## src/rtl/fpga_plb_cfg_loader.sv

```systemverilog
// rtl/fpga_plb_cfg_loader.sv - PLB config loader: stages a word-serial frame, commits it atomically
// Optional checksum word: define FPGA_PLB_CFG_CHK_EN
module fpga_plb_cfg_loader #(
    parameter int         N_LC  = 8,
    parameter int         LUT_W = 16,
    parameter logic [7:0] MAGIC = 8'hA5
) (
    input  logic                         clk_i,
    input  logic                         reset_ni,
    input  logic                         start_i,
    input  logic                         cfg_valid_i,
    input  logic [LUT_W-1:0]             cfg_data_i,
    output logic                         cfg_ready_o,
    output logic [N_LC-1:0][LUT_W-1:0]   plb_config_o,
    output logic                         plb_config_we_o,
    output logic                         plb_mux_sync_o,
    output logic                         plb_mux_carry_o,
    output logic                         done_o,
    output logic                         error_o
);

    localparam int IDX_W = (N_LC > 1) ? $clog2(N_LC) : 1;
    localparam logic [IDX_W-1:0] IDX_LAST = IDX_W'(N_LC - 1);

`ifdef FPGA_PLB_CFG_CHK_EN
    typedef enum logic [2:0] {
        S_IDLE   = 3'd0,
        S_HDR    = 3'd1,
        S_LUT    = 3'd2,
        S_CHK    = 3'd3,
        S_COMMIT = 3'd4,
        S_DONE   = 3'd5,
        S_ERR    = 3'd6
    } state_t;
`else
    typedef enum logic [2:0] {
        S_IDLE   = 3'd0,
        S_HDR    = 3'd1,
        S_LUT    = 3'd2,
        S_COMMIT = 3'd4,
        S_DONE   = 3'd5,
        S_ERR    = 3'd6
    } state_t;
`endif

    state_t                         state_q, state_d;
    logic [IDX_W-1:0]               idx_q, idx_d;
    logic [N_LC-1:0][LUT_W-1:0]     shadow_q, shadow_d;
    logic                           sh_sync_q, sh_sync_d;
    logic                           sh_carry_q, sh_carry_d;
    logic [N_LC-1:0][LUT_W-1:0]     cfg_q, cfg_d;
    logic                           mux_sync_q, mux_sync_d;
    logic                           mux_carry_q, mux_carry_d;
    logic                           we_q, we_d;
`ifdef FPGA_PLB_CFG_CHK_EN
    logic [LUT_W-1:0]               xor_q, xor_d;
`endif

    logic rx_state;
    logic accept;
    logic magic_ok;

    // Ready depends only on being in a receive state; a restart request masks it
    always_comb begin
        rx_state = (state_q == S_HDR) || (state_q == S_LUT);
`ifdef FPGA_PLB_CFG_CHK_EN
        rx_state = rx_state || (state_q == S_CHK);
`endif
        cfg_ready_o = rx_state && !start_i;
        accept      = cfg_valid_i && cfg_ready_o;
        magic_ok    = (cfg_data_i[LUT_W-1 -: 8] == MAGIC);
    end

    // Next-state, frame staging and commit logic
    always_comb begin
        state_d     = state_q;
        idx_d       = idx_q;
        shadow_d    = shadow_q;
        sh_sync_d   = sh_sync_q;
        sh_carry_d  = sh_carry_q;
        cfg_d       = cfg_q;
        mux_sync_d  = mux_sync_q;
        mux_carry_d = mux_carry_q;
        we_d        = 1'b0;
`ifdef FPGA_PLB_CFG_CHK_EN
        xor_d       = xor_q;
`endif
        if (start_i && (rx_state || state_q == S_IDLE ||
                        state_q == S_DONE || state_q == S_ERR)) begin
            // Begin or restart: any partially staged frame is abandoned
            state_d = S_HDR;
            idx_d   = '0;
`ifdef FPGA_PLB_CFG_CHK_EN
            xor_d   = '0;
`endif
        end else begin
            case (state_q)
                S_HDR: begin
                    if (accept) begin
                        if (magic_ok) begin
                            sh_carry_d = cfg_data_i[1];
                            sh_sync_d  = cfg_data_i[0];
                            idx_d      = '0;
`ifdef FPGA_PLB_CFG_CHK_EN
                            xor_d      = cfg_data_i;
`endif
                            state_d    = S_LUT;
                        end else begin
                            state_d = S_ERR;
                        end
                    end
                end
                S_LUT: begin
                    if (accept) begin
                        shadow_d[idx_q] = cfg_data_i;
`ifdef FPGA_PLB_CFG_CHK_EN
                        xor_d = xor_q ^ cfg_data_i;
`endif
                        if (idx_q == IDX_LAST) begin
`ifdef FPGA_PLB_CFG_CHK_EN
                            state_d = S_CHK;
`else
                            state_d = S_COMMIT;
`endif
                        end else begin
                            idx_d = idx_q + 1'b1;
                        end
                    end
                end
`ifdef FPGA_PLB_CFG_CHK_EN
                S_CHK: begin
                    if (accept) begin
                        state_d = (cfg_data_i == xor_q) ? S_COMMIT : S_ERR;
                    end
                end
`endif
                S_COMMIT: begin
                    // Whole frame lands on the PLB in a single edge
                    cfg_d       = shadow_q;
                    mux_sync_d  = sh_sync_q;
                    mux_carry_d = sh_carry_q;
                    we_d        = 1'b1;
                    state_d     = S_DONE;
                end
                S_IDLE, S_DONE, S_ERR: begin
                    state_d = state_q;
                end
                default: begin
                    state_d = S_IDLE;
                end
            endcase
        end
    end

    // State and datapath registers
    always_ff @(posedge clk_i or negedge reset_ni) begin
        if (!reset_ni) begin
            state_q     <= S_IDLE;
            idx_q       <= '0;
            shadow_q    <= '0;
            sh_sync_q   <= 1'b0;
            sh_carry_q  <= 1'b0;
            cfg_q       <= '0;
            mux_sync_q  <= 1'b0;
            mux_carry_q <= 1'b0;
            we_q        <= 1'b0;
        end else begin
            state_q     <= state_d;
            idx_q       <= idx_d;
            shadow_q    <= shadow_d;
            sh_sync_q   <= sh_sync_d;
            sh_carry_q  <= sh_carry_d;
            cfg_q       <= cfg_d;
            mux_sync_q  <= mux_sync_d;
            mux_carry_q <= mux_carry_d;
            we_q        <= we_d;
        end
    end

`ifdef FPGA_PLB_CFG_CHK_EN
    // Running checksum over header and LUT words
    always_ff @(posedge clk_i or negedge reset_ni) begin
        if (!reset_ni) begin
            xor_q <= '0;
        end else begin
            xor_q <= xor_d;
        end
    end
`endif

    assign plb_config_o    = cfg_q;
    assign plb_config_we_o = we_q;
    assign plb_mux_sync_o  = mux_sync_q;
    assign plb_mux_carry_o = mux_carry_q;
    assign done_o          = (state_q == S_DONE);
    assign error_o         = (state_q == S_ERR);

endmodule

```

## config.mk

```make
export PLATFORM = sky130hd
export DESIGN_NAME = fpga_plb_cfg_loader
export DESIGN_NICKNAME = d
export VERILOG_FILES = /design/src/rtl/fpga_plb_cfg_loader.sv
export SDC_FILE = /design/constraint.sdc
export NUM_CORES = 1
export LEC_CHECK = 0
export ABC_AREA = 1
export CAP_MARGIN = 30
export CORE_AREA = 10 10 142 144
export CTS_BUF_LIST = sky130_fd_sc_hd__clkbuf_16
export CTS_CLUSTER_DIAMETER = 200
export DETAILED_ROUTE_END_ITERATION = 8
export DIE_AREA = 0 0 152 154
export DONT_BUFFER_PORTS = 1
export PLACE_DENSITY = 0.74
export SLEW_MARGIN = 20
export SYNTH_ARGS = -nofsm -noshare
export SYNTH_HDL_FRONTEND = slang
export SYNTH_SLANG_ARGS = --single-unit
export TNS_END_PERCENT = 30
```

## constraint.sdc

```tcl
create_clock -name clk_i -period 3.6 [get_ports clk_i]
set_input_delay 0.36 -clock clk_i [delete_from_list [all_inputs] [get_ports clk_i]]
set_output_delay 0.36 -clock clk_i [all_outputs]
set_load 0.01 [all_outputs]
```

== After elaboration in Yosys (flattened, before gate mapping) ==
Cells that the tools add are included.

* Logic and storage cells: 74
* Bits of input ports: 20
* Bits in registers: 267

* Bitwise gates (word level): 1
* $lt $le $gt $ge: 2
* Reductions and logical operators: 17
* Mux-type cells: 17
* Add/sub/neg operators: 1
* Equality and inequality tests: 13

{| class="wikitable"
|+ Operators with widths
! kind !! count
|-
| 128-bit bitwise mux || 1
|-
| 16-bit demux with 3-bit select || 1
|-
| 3-bit two-way mux || 10
|-
| 16-bit two-way mux || 1
|-
| 3-bit == test (second input constant) || 4
|-
| 3-bit case mux with 4 select lines || 1
|-
| 3-bit by 2-bit != test with 1-bit output (second input constant) || 3
|-
| 8-bit == test (second input constant) || 1
|-
| 4-bit AND reduction || 2
|-
| 3-bit case mux with 2 select lines || 1
|-
| 5-bit AND reduction || 1
|-
| 1-bit logical AND || 4
|-
| 1-bit logical OR || 4
|-
| 3-bit by 4-bit < comparator with 1-bit output (second input constant) || 1
|-
| 3-bit by 1-bit adder with 3-bit output (second input constant) || 1
|-
| 3-bit by 1-bit == test with 1-bit output (second input constant) || 1
|-
| 3-bit by 2-bit == test with 1-bit output (second input constant) || 1
|-
| 3-bit by 1-bit >= comparator with 1-bit output (second input constant) || 1
|-
| 3-bit zero test || 1
|-
| 3-bit by 1-bit != test with 1-bit output (second input constant) || 1
|-
| 3-bit != test (second input constant) || 1
|-
| 3-bit AND reduction || 1
|-
| 3-bit nonzero test || 1
|-
| 3-bit OR reduction || 1
|-
| other kinds (5) || 6
|}

== Longest topological paths before layout ==
Gate-level depths: netlist (run 1).

* Depth in word-level cells: 8
* Mapped depth: 10

== Least setup slack after synthesis (run 1) ==
Ideal clock, no wire load.

* Path type: register to register
* Start point: register state_q[0]
* End point: register shadow_q[11] (netlist name)
* Cell stages (with the launch flop): 10
* Data arrival time: 1.323 ns
* Library setup time: 0.128 ns
* Slack: 2.148 ns
* Data required time: 3.472 ns
* Path through: dfrtp_1 inv_1 nand3_2 nor2_4 nand2_4 nor2_4 nand2_2 buf_2 nand2_1 o21ai_0

* Longest elaborated chain between the ends: 8
* Elaborated cells on any way between the ends: 14
* Classes of those cells: eq/ne: 4; bitwise: 1; reduce/logical: 9

{| class="wikitable"
|+ RTL lines
! what !! RTL line !! source
|-
| from (decl) || 46 || <nowiki>state_t state_q, state_d;</nowiki>
|-
| from (signal assigned) || 168 || <nowiki>state_q <= state_d;</nowiki>
|-
| 3-bit by 1-bit == test with 1-bit output / 3-bit by 2-bit == test with 1-bit output (equally long branches) || 65, 97 ||
|-
| 1-bit logical OR || 65 || <nowiki>rx_state = (state_q == S_HDR) || (state_q == S_LUT);</nowiki>
|-
| 1-bit logical OR (2 in a row) || 88 || <nowiki>if (start_i && (rx_state || state_q == S_IDLE ||</nowiki>
|-
| 1-bit logical OR || 89 || <nowiki>state_q == S_DONE || state_q == S_ERR)) begin</nowiki>
|-
| 1-bit logical AND || 88 ||
|-
| 1-bit NOT (no source line) || -- ||
|-
| 3-bit AND reduction (no source line) (*) || -- ||
|-
| to (signal assigned) || 170 || <nowiki>shadow_q <= shadow_d;</nowiki>
|-
| to (decl) || 48 || <nowiki>logic [N_LC-1:0][LUT_W-1:0] shadow_q, shadow_d;</nowiki>
|}

Mark *: on every way between the ends. The rest lies on a longest branch, timed or not.
A chain may end at the register's enable or synchronous reset.

== Worst setup path in the final report (run 1) ==
* Start point: register state_q[1]
* End point: register cfg_q (netlist bit plb_config_o[9])

* Longest elaborated chain between the ends: 8
* Elaborated cells on any way between the ends: 13
* Classes of those cells: eq/ne: 5; bitwise: 1; reduce/logical: 7

{| class="wikitable"
|+ RTL lines
! what !! RTL line !! source
|-
| 3-bit by 1-bit == test with 1-bit output / 3-bit by 2-bit == test with 1-bit output (equally long branches) || 65 ||
|-
| 1-bit logical OR || 65 ||
|-
| 1-bit logical OR (2 in a row) || 88 ||
|-
| 1-bit logical OR || 89 ||
|-
| 1-bit logical AND || 88 ||
|-
| 1-bit NOT (no source line) || -- ||
|-
| 2-bit AND reduction (no source line) (*) || -- ||
|-
| to (signal assigned) || 173 || <nowiki>cfg_q <= cfg_d;</nowiki>
|-
| to (decl) || 51 || <nowiki>logic [N_LC-1:0][LUT_W-1:0] cfg_q, cfg_d;</nowiki>
|}

Marks and branches as above.

==> summary.txt, run 1 <==
Timing
  – RSZ-0062 raised after global routing: no
  – Worst-Margin Slew: 729 ps
  – Rel. slew slack: 51.4%
  – Setup ws final: 1320 ps
  – Final setup fails: 0
  – Layout Skew: 14.5 ps
  – Final Hold Fails: 267
  – Setup TNS: 0 ps
  – Max-slew violations: 0
  – Final worst-path cycle share: 63.4%
  – Fmax achieved: 438 MHz
  – Min Hold Slack: -452 ps
  – Post-route minimum period: 2280 ps

Yosys
  – Cells after Synth: 1076
  – YS warnings: 0
  – Register area share after synthesis: 66.5%
  – Register bit total from synthesis: 267
  – Syn nets: 1098
  – Post-synthesis cell area: 10000 µm²
  – Avg Inst Size Synth: 9.34 µm²
  – Yosys cell types: 22

Cells and area
  – Fin cells: 1320
  – Antenna cells: 0
  – Final Cell Area: 11200 µm²
  – Final #Nets: 1099
  – Layout cells sized above 1: 5.21%
  – Commonest non-fill, non-tap cell in the layout: nand2_1
  – Layout area overhead: 11.9%
  – Most frequent cells in the layout: 519 x nand2_1, 267 x dfrtp_1, 129 x o21ai_0

Worst setup path
  – CP Launch Point: state_q[1]
  – Max Fanout on Critical Path: 52
  – CP Capture Type: flop
  – Critical R2R Launch: state_q[1]
  – Critical Path RT: 4060 ps
  – Reg2Reg Depth: 6
  – Worst reg2reg endpoint: plb_config_o[9]
  – CP Capture Point: plb_config_o[9]
  – Register-to-register setup slack: 1320 ps
  – Setup CP Type: reg2reg
  – Critical Path AT: 2740 ps
  – Worst setup SP type: flop

Drt
  – Post-Route WL: 24200 µm
  – 1st-iter DRT viols: 613
  – Vias: 7008
  – Detailed Routing Iterations Pass 1: 5
  – Vias/cell: 5.31
  – DR DRC count: 0
  – Routed Antenna Nets: 0
  – WL per Instance: 18.3 µm

Clock tree
  – CTS tree: yes
  – Post-CTS setup repair buffer count: 0
  – Worst skew pair latency: 520 ps
  – H-tree lvl count: 1
  – Clock transition at path regs: 60 ps
  – CTS resizes: 0
  – Sink Count: 267
  – Post-CTS Hold Buffers: 16
  – CTS buffer count: 26
  – CTS Buffer Depth: 3
  – CTS root buffer: clkbuf_16

Die
  – I/O pin count: 154
  – Chip Width: 152 µm
  – Die area: 23400 µm²
  – Rows: 48
  – Core Area: 17200 µm²
  – Die height: 154 µm
  – Initial Util: 58.5%

Power and ir drop
  – Lkg Pwr: 5.97 nW
  – Power share of the sequential group: 50.2%
  – Sw Pwr: 1.99 mW
  – Switching part of the total power: 27.5%
  – P per Cell Area: 645 nW/µm²
  – Clock power share: 38.9%
  – Int Power: 5.26 mW
  – VDD IR max: 0.436 mV
  – Logic pwr share: 10.9%

Global route
  – First-pass GRT wire length: 38500 µm
  – Total grt overflow: 0
  – Largest net degree at the start of global routing: 268
  – Initial antenna violation count: 1
  – Total GRT Usage: 20.1%
  – Vias in the first global route: 6876

Outcome
  – Outcome: finished with violations
  – Failing checks: hold timing

Placed design
  – Placer Congestion: 0.854
  – DP HPWL: 14800 µm
  – Pre-CTS setup slack: 1360 ps
  – Placed cell area: 10100 µm²
  – I/O Buffers: 0
  – Dpl cells: 1255

Flow run
  – Max cap viols: 0

Hold path
  – HP Class: in2async
[worst max-delay path, stage by stage (launching register included)]
cell and delay, ps:
dfrtp_1 450, nor2_1 260, nand2_4 390, inv_4 520
buf_4 360, nand2_1 110, nand2_1 70
[registers in the layout, summed over array words and instances (netlist names)]
register         count
plb_config_o       128
plb_mux_carry_o      1
plb_mux_sync_o       1
sh_sync_q            1
plb_config_we_o      1
sh_carry_q           1
state_q              3
shadow_q           128
idx_q                3
[power groups by stage]
stage               combinational (mW)  sequential, mW  clock [mW]
global placement                 0.748            3.69           0
floorplan                        0.606            3.60           0
CTS                              0.796            3.65        2.85
finish                           0.789            3.64        2.82
global route                     0.919            3.68        2.99
detailed placement               0.779            3.69           0
[per-stage QoR]
stage	hold slack, ps	util [%]	power (mW)
after floorplan	64.4	-	4.21
after global placement	74.7	59.1	4.44
after detailed placement	75.0	59.1	4.47
after CTS	-470	65.2	7.30
after global routing	-471	65.4	7.59
final	-452	65.4	7.25
[final cells by class]
| class | instances | area (µm²) |
|---|---|---|
| sequential | 267 | 6680 |
| fill | 1376 | 5940 |
| multi-input combinational | 704 | 2930 |
| clock buffer | 27 | 676 |
| tap | 225 | 282 |
| timing repair buffer | 25 | 259 |
| clock inverter | 19 | 216 |
| inverter | 53 | 201 |
[cells in the mapped netlist, drive strengths merged]
cell    count  area [µm²]
ha          2        25.0
nor3        1        16.3
nor2       12        60.1
nand2     524        1980
nand4       3        18.8
o21ai     148         741
dfrtp     267        6680
inv        53         199
a21oi       1        5.00
clkbuf     21        80.1
buf        31         170
nand3      13        70.1
[per-layer routing]
metal	vias up	GRT usage (%)	part of all wire (%)
met5	-	0	0
li1	3350	-	-
met2	228	32.3	47
met3	38	5.61	8.8
met4	0	6.74	2.7
met1	3392	25.8	41
[worst min path at each step]
stage / start / to / slack, ps / cells past startpoint
after floorplan: reset_ni / idx_q[0] / 60 / 0
after global placement: reset_ni / plb_config_o[103] / 70 / 0
after detailed placement: reset_ni / plb_config_o[103] / 80 / 0
after CTS: reset_ni / plb_config_o[14] / -470 / 0
after global routing: reset_ni / plb_config_o[104] / -470 / 0
final: reset_ni / plb_config_o[109] / -450 / 0
[cell families (layout without fill, tap and decap cells)]
| logic type | after synthesis | after routing | share of synthesized area (%) |
|---|---|---|---|
| AND/OR/NAND/NOR | 553 | 553 | 21.4 |
| buffers and inverters | 105 | 124 | 4.47 |
| AO/OA/AOI/OAI | 149 | 149 | 7.42 |
| flip-flops | 267 | 267 | 66.5 |
| adder cells (fa/ha/maj) | 2 | 2 | 0.249 |
No activity file was read; power rests on OpenSTA's default activity.
==> inputs of run 2 (changes only) <==
- CORE_AREA: 10 10 142 144 -> 10 10 144 146
- DIE_AREA: 0 0 152 154 -> 0 0 154 156
- PLACE_DENSITY: 0.74 -> 0.75
- clock period: 3.6 -> 1.95 ns (I/O delays scaled with it)
==> summary.txt, run 2 (synthesis gave the netlist of run 1 again) <==
Clock tree
  – CTS Buffer Depth: 3
  – Worst skew pair latency: 520 ps
  – CTS tree: yes
  – CTS buffer count: 27
  – CTS root buffer: clkbuf_16
  – Post-CTS Hold Buffers: 18
  – H-tree lvl count: 1
  – Post-CTS setup repair buffer count: 0
  – Clock transition at path regs: 60 ps
  – Sink Count: 267

Global route
  – Largest net degree at the start of global routing: 268
  – First-pass GRT wire length: 38600 µm
  – Vias in the first global route: 6781
  – Met3 global-route usage: 5.38%
  – Initial antenna violation count: 0
  – Met1 Usage GRT: 26.3%
  – Total GRT Usage: 19.9%
  – GR Util met2: 31.3%
  – Total grt overflow: 0
  – Global routing's busiest layer: met2

Drt
  – 1st-iter DRT viols: 520
  – Routed Antenna Nets: 0
  – Vias/cell: 5.30
  – Vias: 7051
  – Detailed Routing Iterations Pass 1: 5
  – WL per Instance: 18.5 µm
  – Post-Route WL: 24500 µm
  – DR DRC count: 0

Die
  – Core Area: 17800 µm²
  – I/O pin count: 154
  – Initial Util: 56.3%
  – Die area: 24000 µm²
  – Chip Width: 154 µm
  – Rows: 49
  – Die height: 156 µm

Worst setup path
  – Worst reg2reg endpoint: shadow_q[75]
  – Reg2Reg Depth: 8
  – Cell mode on critical path: nor2_4
  – CP Capture Type: flop
  – Slowest CP cell: dfrtp_1
  – Slowest stage delay, CP: 440 ps
  – Setup CP Type: reg2reg
  – Register-to-register setup slack: 60 ps
  – Critical R2R Launch: state_q[2]
  – Buf/Inv on CP: 1
  – Max Fanout on Critical Path: 32
  – Critical Path AT: 2260 ps
  – Delay-heaviest family, CP: simple AND/OR/NAND/NOR gates
  – Worst setup SP type: flop
  – Cell count along the critical path: 8
  – Critical Path RT: 2320 ps
  – Critical-path cell list: inv_1 -> nand3_2 -> nor2_4 -> nand2_4 -> nor2_4 -> nand2_2 -> nand2_1 -> o21ai_0

Flow run
  – Max cap viols: 0

Cells and area
  – Fin cells: 1330
  – Most frequent cells in the layout: 519 x nand2_1, 267 x dfrtp_1, 129 x o21ai_0
  – Antenna cells: 0
  – Layout cells sized above 1: 5.36%
  – Layout area overhead: 12.6%
  – Commonest non-fill, non-tap cell in the layout: nand2_1
  – Final Cell Area: 11300 µm²
  – Final #Nets: 1107

Power and ir drop
  – Lkg Pwr: 6.02 nW
  – Power Total: 13.4 mW
  – P per Cell Area: 1180 nW/µm²
  – VDD IR max: 1.12 mV

Timing
  – Final setup fails: 0
  – Worst-Margin Slew: 806 ps
  – RSZ-0062 raised after global routing: yes
  – Final Hold Fails: 267
  – Rel. slew slack: 46.3%
  – Setup ws final: 62.2 ps
  – Post-route minimum period: 1890 ps
  – Layout Skew: 7.90 ps
  – Min Hold Slack: -625 ps
  – Fmax achieved: 530 MHz
  – Max-slew violations: 0
  – Final worst-path cycle share: 96.8%

Placed design
  – I/O Buffers: 0
  – Dpl cells: 1267
  – Placer Congestion: 0.785
  – DP HPWL: 14900 µm
  – Pre-CTS setup slack: 90.3 ps
  – Placed cell area: 10300 µm²

Outcome
  – Failing checks: hold timing
  – Outcome: finished with violations

Hold path
  – HP Class: in2async
## run 2: cell types whose count changed in the layout (fill, tap and decap cells not counted), moves of 2 or more
cell,delta
buf_4,+3
dlygate4sd3_1,+2
buf_12,+5
inv_1,+2
buf_8,-2
## run 2: per-layer routing
metal	vias to the layer above	part of all wire [%]	wire length, µm
met1	3432	43	10500
met3	38	7.7	1900
met5	-	0	0
met2	217	46	11400
li1	3364	-	-
met4	0	3.1	760
## run 2: worst max-delay path by stage
stage / startpoint / endpoint / slack [ps]
global route: state_q[2] / shadow_q[75] / -110
floorplan: state_q[0] / shadow_q[11] / 500
global placement: state_q[2] / shadow_q[72] / 240
CTS: state_q[2] / shadow_q[75] / 70
detailed placement: state_q[2] / shadow_q[75] / 90
finish: state_q[2] / shadow_q[75] / 60
## run 2: cell type report
class | instances | area [µm²]
flip-flops and latches | 267 | 6680
fillers | 1445 | 6530
multi-input cells | 704 | 2930
clock buffers | 27 | 676
repair buffers | 32 | 360
well taps | 229 | 287
inverters | 53 | 201
clock inverters | 18 | 180
## run 2: per-stage QoR
step	utilization, %	hold WS, ps	setup TNS [ps]
after detailed placement	57.6	-93.3	0
after floorplan	-	-101	0
after global routing	63.4	-645	-1020
final	63.4	-625	0
after global placement	57.6	-92.8	0
after CTS	63.4	-646	0
## run 2: worst reg2reg max path: stages, from the launching register on
cell     delay (ps)
dfrtp_1         440
inv_1           130
nand3_2         120
nor2_4          220
nand2_4         100
nor2_4          120
nand2_2         320
nand2_1         180
o21ai_0         110
## run 2: repair_timing
action,CTS,global route
gates resized for setup,0,1
endpoints found under the setup margin,0,40
endpoints found under the hold margin,287,267
## run 2: power by group
| group | switching (mW) | internal, mW | leakage [nW] | total, mW |
|---|---|---|---|---|
| Clock | 2.04 | 3.01 | 0.436 | 5.06 |
| Combinational | 1.05 | 0.506 | 2.00 | 1.56 |
| Sequential | 0.617 | 6.12 | 3.58 | 6.73 |
==> inputs of run 3 (changes only) <==
- PLACE_DENSITY: 0.75 -> 0.83
==> summary.txt, run 3 (synthesis gave the netlist of run 1 again) <==
Drt
  – Detailed Routing Iterations Pass 1: 5
  – DR DRC count: 0
  – Vias/cell: 5.40
  – WL per Instance: 18.7 µm
  – 1st-iter DRT viols: 639
  – Routed Antenna Nets: 0
  – Post-Route WL: 24800 µm
  – Vias: 7183

Die
  – Initial Util: 56.3%
  – Rows: 49
  – Die area: 24000 µm²
  – Die height: 156 µm
  – I/O pin count: 154
  – Chip Width: 154 µm
  – Core Area: 17800 µm²

Cells and area
  – Layout cells sized above 1: 5.63%
  – Most frequent cells in the layout: 519 x nand2_1, 267 x dfrtp_1, 129 x o21ai_0
  – Final #Nets: 1106
  – Commonest non-fill, non-tap cell in the layout: nand2_1
  – Antenna cells: 0
  – Layout area overhead: 11.7%

Power and ir drop
  – Power Total: 13.0 mW
  – Lkg Pwr: 6.00 nW
  – VDD IR max: 0.843 mV
  – P per Cell Area: 1150 nW/µm²

Timing
  – Min Hold Slack: -613 ps
  – Final worst-path cycle share: 91.4%
  – Worst-Margin Slew: 558 ps
  – Layout Skew: 9.74 ps
  – Final setup fails: 0
  – Rel. slew slack: 62.8%
  – Post-route minimum period: 1780 ps
  – RSZ-0062 raised after global routing: no
  – Max-slew violations: 0
  – Final Hold Fails: 267
  – Setup TNS: 0 ps
  – Fmax achieved: 561 MHz

Hold path
  – HP Class: in2async

Global route
  – First-pass GRT wire length: 39300 µm
  – Largest net degree at the start of global routing: 268
  – Total GRT Usage: 20.3%
  – Vias in the first global route: 7017
  – Total grt overflow: 0
  – Initial antenna violation count: 0

Outcome
  – Failing checks: hold timing
  – Outcome: finished with violations

Placed design
  – DP HPWL: 15000 µm
  – I/O Buffers: 0
  – Placer Congestion: 0.842

Flow run
  – Max cap viols: 0

Worst setup path
  – CP Capture Type: flop
  – Worst setup SP type: flop
  – Critical-path cell list: inv_1 -> nand3_2 -> nor2_4 -> nand2_4 -> nor3_4 -> buf_4 -> nand2_1 -> o21ai_0
  – Slowest stage delay, CP: 440 ps
  – Setup CP Type: reg2reg
  – Slowest CP cell: dfrtp_1
  – Critical Path AT: 2190 ps
  – Critical Path RT: 2350 ps
  – Max Fanout on Critical Path: 32

Clock tree
  – CTS tree: yes
  – Post-CTS Hold Buffers: 17
  – CTS Buffer Depth: 3
  – Sink Count: 267
  – Post-CTS setup repair buffer count: 0
  – Worst skew pair latency: 510 ps
  – CTS root buffer: clkbuf_16
  – H-tree lvl count: 1
  – CTS buffer count: 27
  – Clock transition at path regs: 60 ps
==> run 3: metrics by stage <==
step                      instances  utilization (%)  cell area [µm²]  worst slack, ps
final                          1331             62.9            11200              167
after global routing           1331             62.9            11200             27.8
after CTS                      1331             62.9            11200              107
after detailed placement       1267             57.5            10200              125
after global placement         1267             57.5            10200              246
after floorplan                1076                -            10000              498
==> run 3: final cells by class <==
cell class	instances	area [µm²]
Sequential cell	267	6680
Fill cell	1404	6610
Multi-Input combinational cell	704	2940
Clock buffer	27	676
Timing Repair Buffer	31	325
Tap cell	229	287
Inverter	53	201
Clock inverter	20	123
==> run 3: path summary, 6_finish.rpt <==
kind                       cells past startpoint  slack (ps)         start                to
min reg2reg                                    2         470  shadow_q[29]  plb_config_o[29]
max                                            8         170    state_q[2]     shadow_q[105]
max in group asynchronous                      0        2100      reset_ni  plb_config_o[53]
max reg2reg                                    8         170    state_q[2]     shadow_q[105]
min in group clk_i                             2          40   cfg_valid_i        sh_carry_q
min                                            0        -610      reset_ni      shadow_q[83]
==> run 3: where the power goes <==
| part | internal [mW] | leakage [nW] | switching, mW |
|---|---|---|---|
| combinational | 0.488 | 2.01 | 1.06 |
| clock | 2.64 | 0.410 | 2.03 |
| sequential | 6.12 | 3.58 | 0.626 |
| total | 9.25 | 6.00 | 3.72 |
==> run 3: metal layers <==
metal | GRT usage [%] | vias up | share of wire [%]
met2 | 32.4 | 263 | 48
li1 | - | 3356 | -
met3 | 5.29 | 57 | 8.1
met4 | 9.22 | 0 | 4.3
met1 | 25.4 | 3507 | 40
met5 | 0 | - | 0
==> run 3: repair_timing <==
| action | CTS | global route |
|---|---|---|
| gates resized for setup | 0 | 2 |
| endpoints found under the setup margin | 0 | 26 |
| hold endpoints to repair | 286 | 267 |
==> run 3: worst max-delay path: cells and delay by family, from the launching register on <==
family / cells / cell delay, ps
and+or+nand+nor: 5 / 670
AOI/OAI and AO/OA: 1 / 130
DFF: 1 / 440
buffers and inverters: 2 / 450
==> patch, RTL diff (config.mk and constraints of run 2) <==
The parameter `N_LC` goes from 8 to 16.
--- a/src/rtl/fpga_plb_cfg_loader.sv
+++ b/src/rtl/fpga_plb_cfg_loader.sv
@@ -1,7 +1,7 @@
 // rtl/fpga_plb_cfg_loader.sv - PLB config loader: stages a word-serial frame, commits it atomically
 // Optional checksum word: define FPGA_PLB_CFG_CHK_EN
 module fpga_plb_cfg_loader #(
-    parameter int         N_LC  = 8,
+    parameter int         N_LC  = 16,
     parameter int         LUT_W = 16,
     parameter logic [7:0] MAGIC = 8'hA5
 ) (
Interface: changed (resized plb_config_o); port bits go from 154 to 282. No check against the original RTL was run, so the function may have changed too.
==> patch against run 2 <==
The run now fails in global placement without I/O (3_1_place_gp_skip_io); area after synthesis is 94% higher.
==> patch: results (changes against run 2) <==
metric;value;unit;change
post_synth_num_cell_types;25;;+14%
post_synthesis_cell_count;2065;;+92%
ys_top_cells_by_area;sky130_fd_sc_hd__dfrtp_1 (67%), sky130_fd_sc_hd__nand2_1 (21%), sky130_fd_sc_hd__o21ai_1 (5.7%), sky130_fd_sc_hd__buf_2 (1.4%), sky130_fd_sc_hd__clkbuf_1 (1.1%);;
async_set_or_reset_flop_fraction_in_the_synthesized_netlist;100;%;unchanged
synth.cells.most_frequent;sky130_fd_sc_hd__nand2_1 (1,069), sky130_fd_sc_hd__dfrtp_1 (524), sky130_fd_sc_hd__o21ai_1 (222), sky130_fd_sc_hd__clkbuf_1 (58), sky130_fd_sc_hd__buf_2 (54);;
ys.warnings.count;0;;unchanged
ys_dominant_reg_cell;sky130_fd_sc_hd__dfrtp_1;;
synth-seq-area-share;67.1;%;+0.64 points
stop_error;[ERROR GPL-0301] Utilization 117.679 % exceeds 100%.;;
last-stage-reached;global placement without I/O (3_1_place_gp_skip_io);;
outcome;aborted with a tool error;;
rows;49;;unchanged
postSynthRegisterBits;524;;+96%
-- patch: cell families after synthesis --
family / share of synthesized area, %
compound gates: 6.70
flops: 67.1
fa+ha+maj: 0.256
xor+xnor: 0.0448
simple gates: 22.3
buf+inv: 3.52
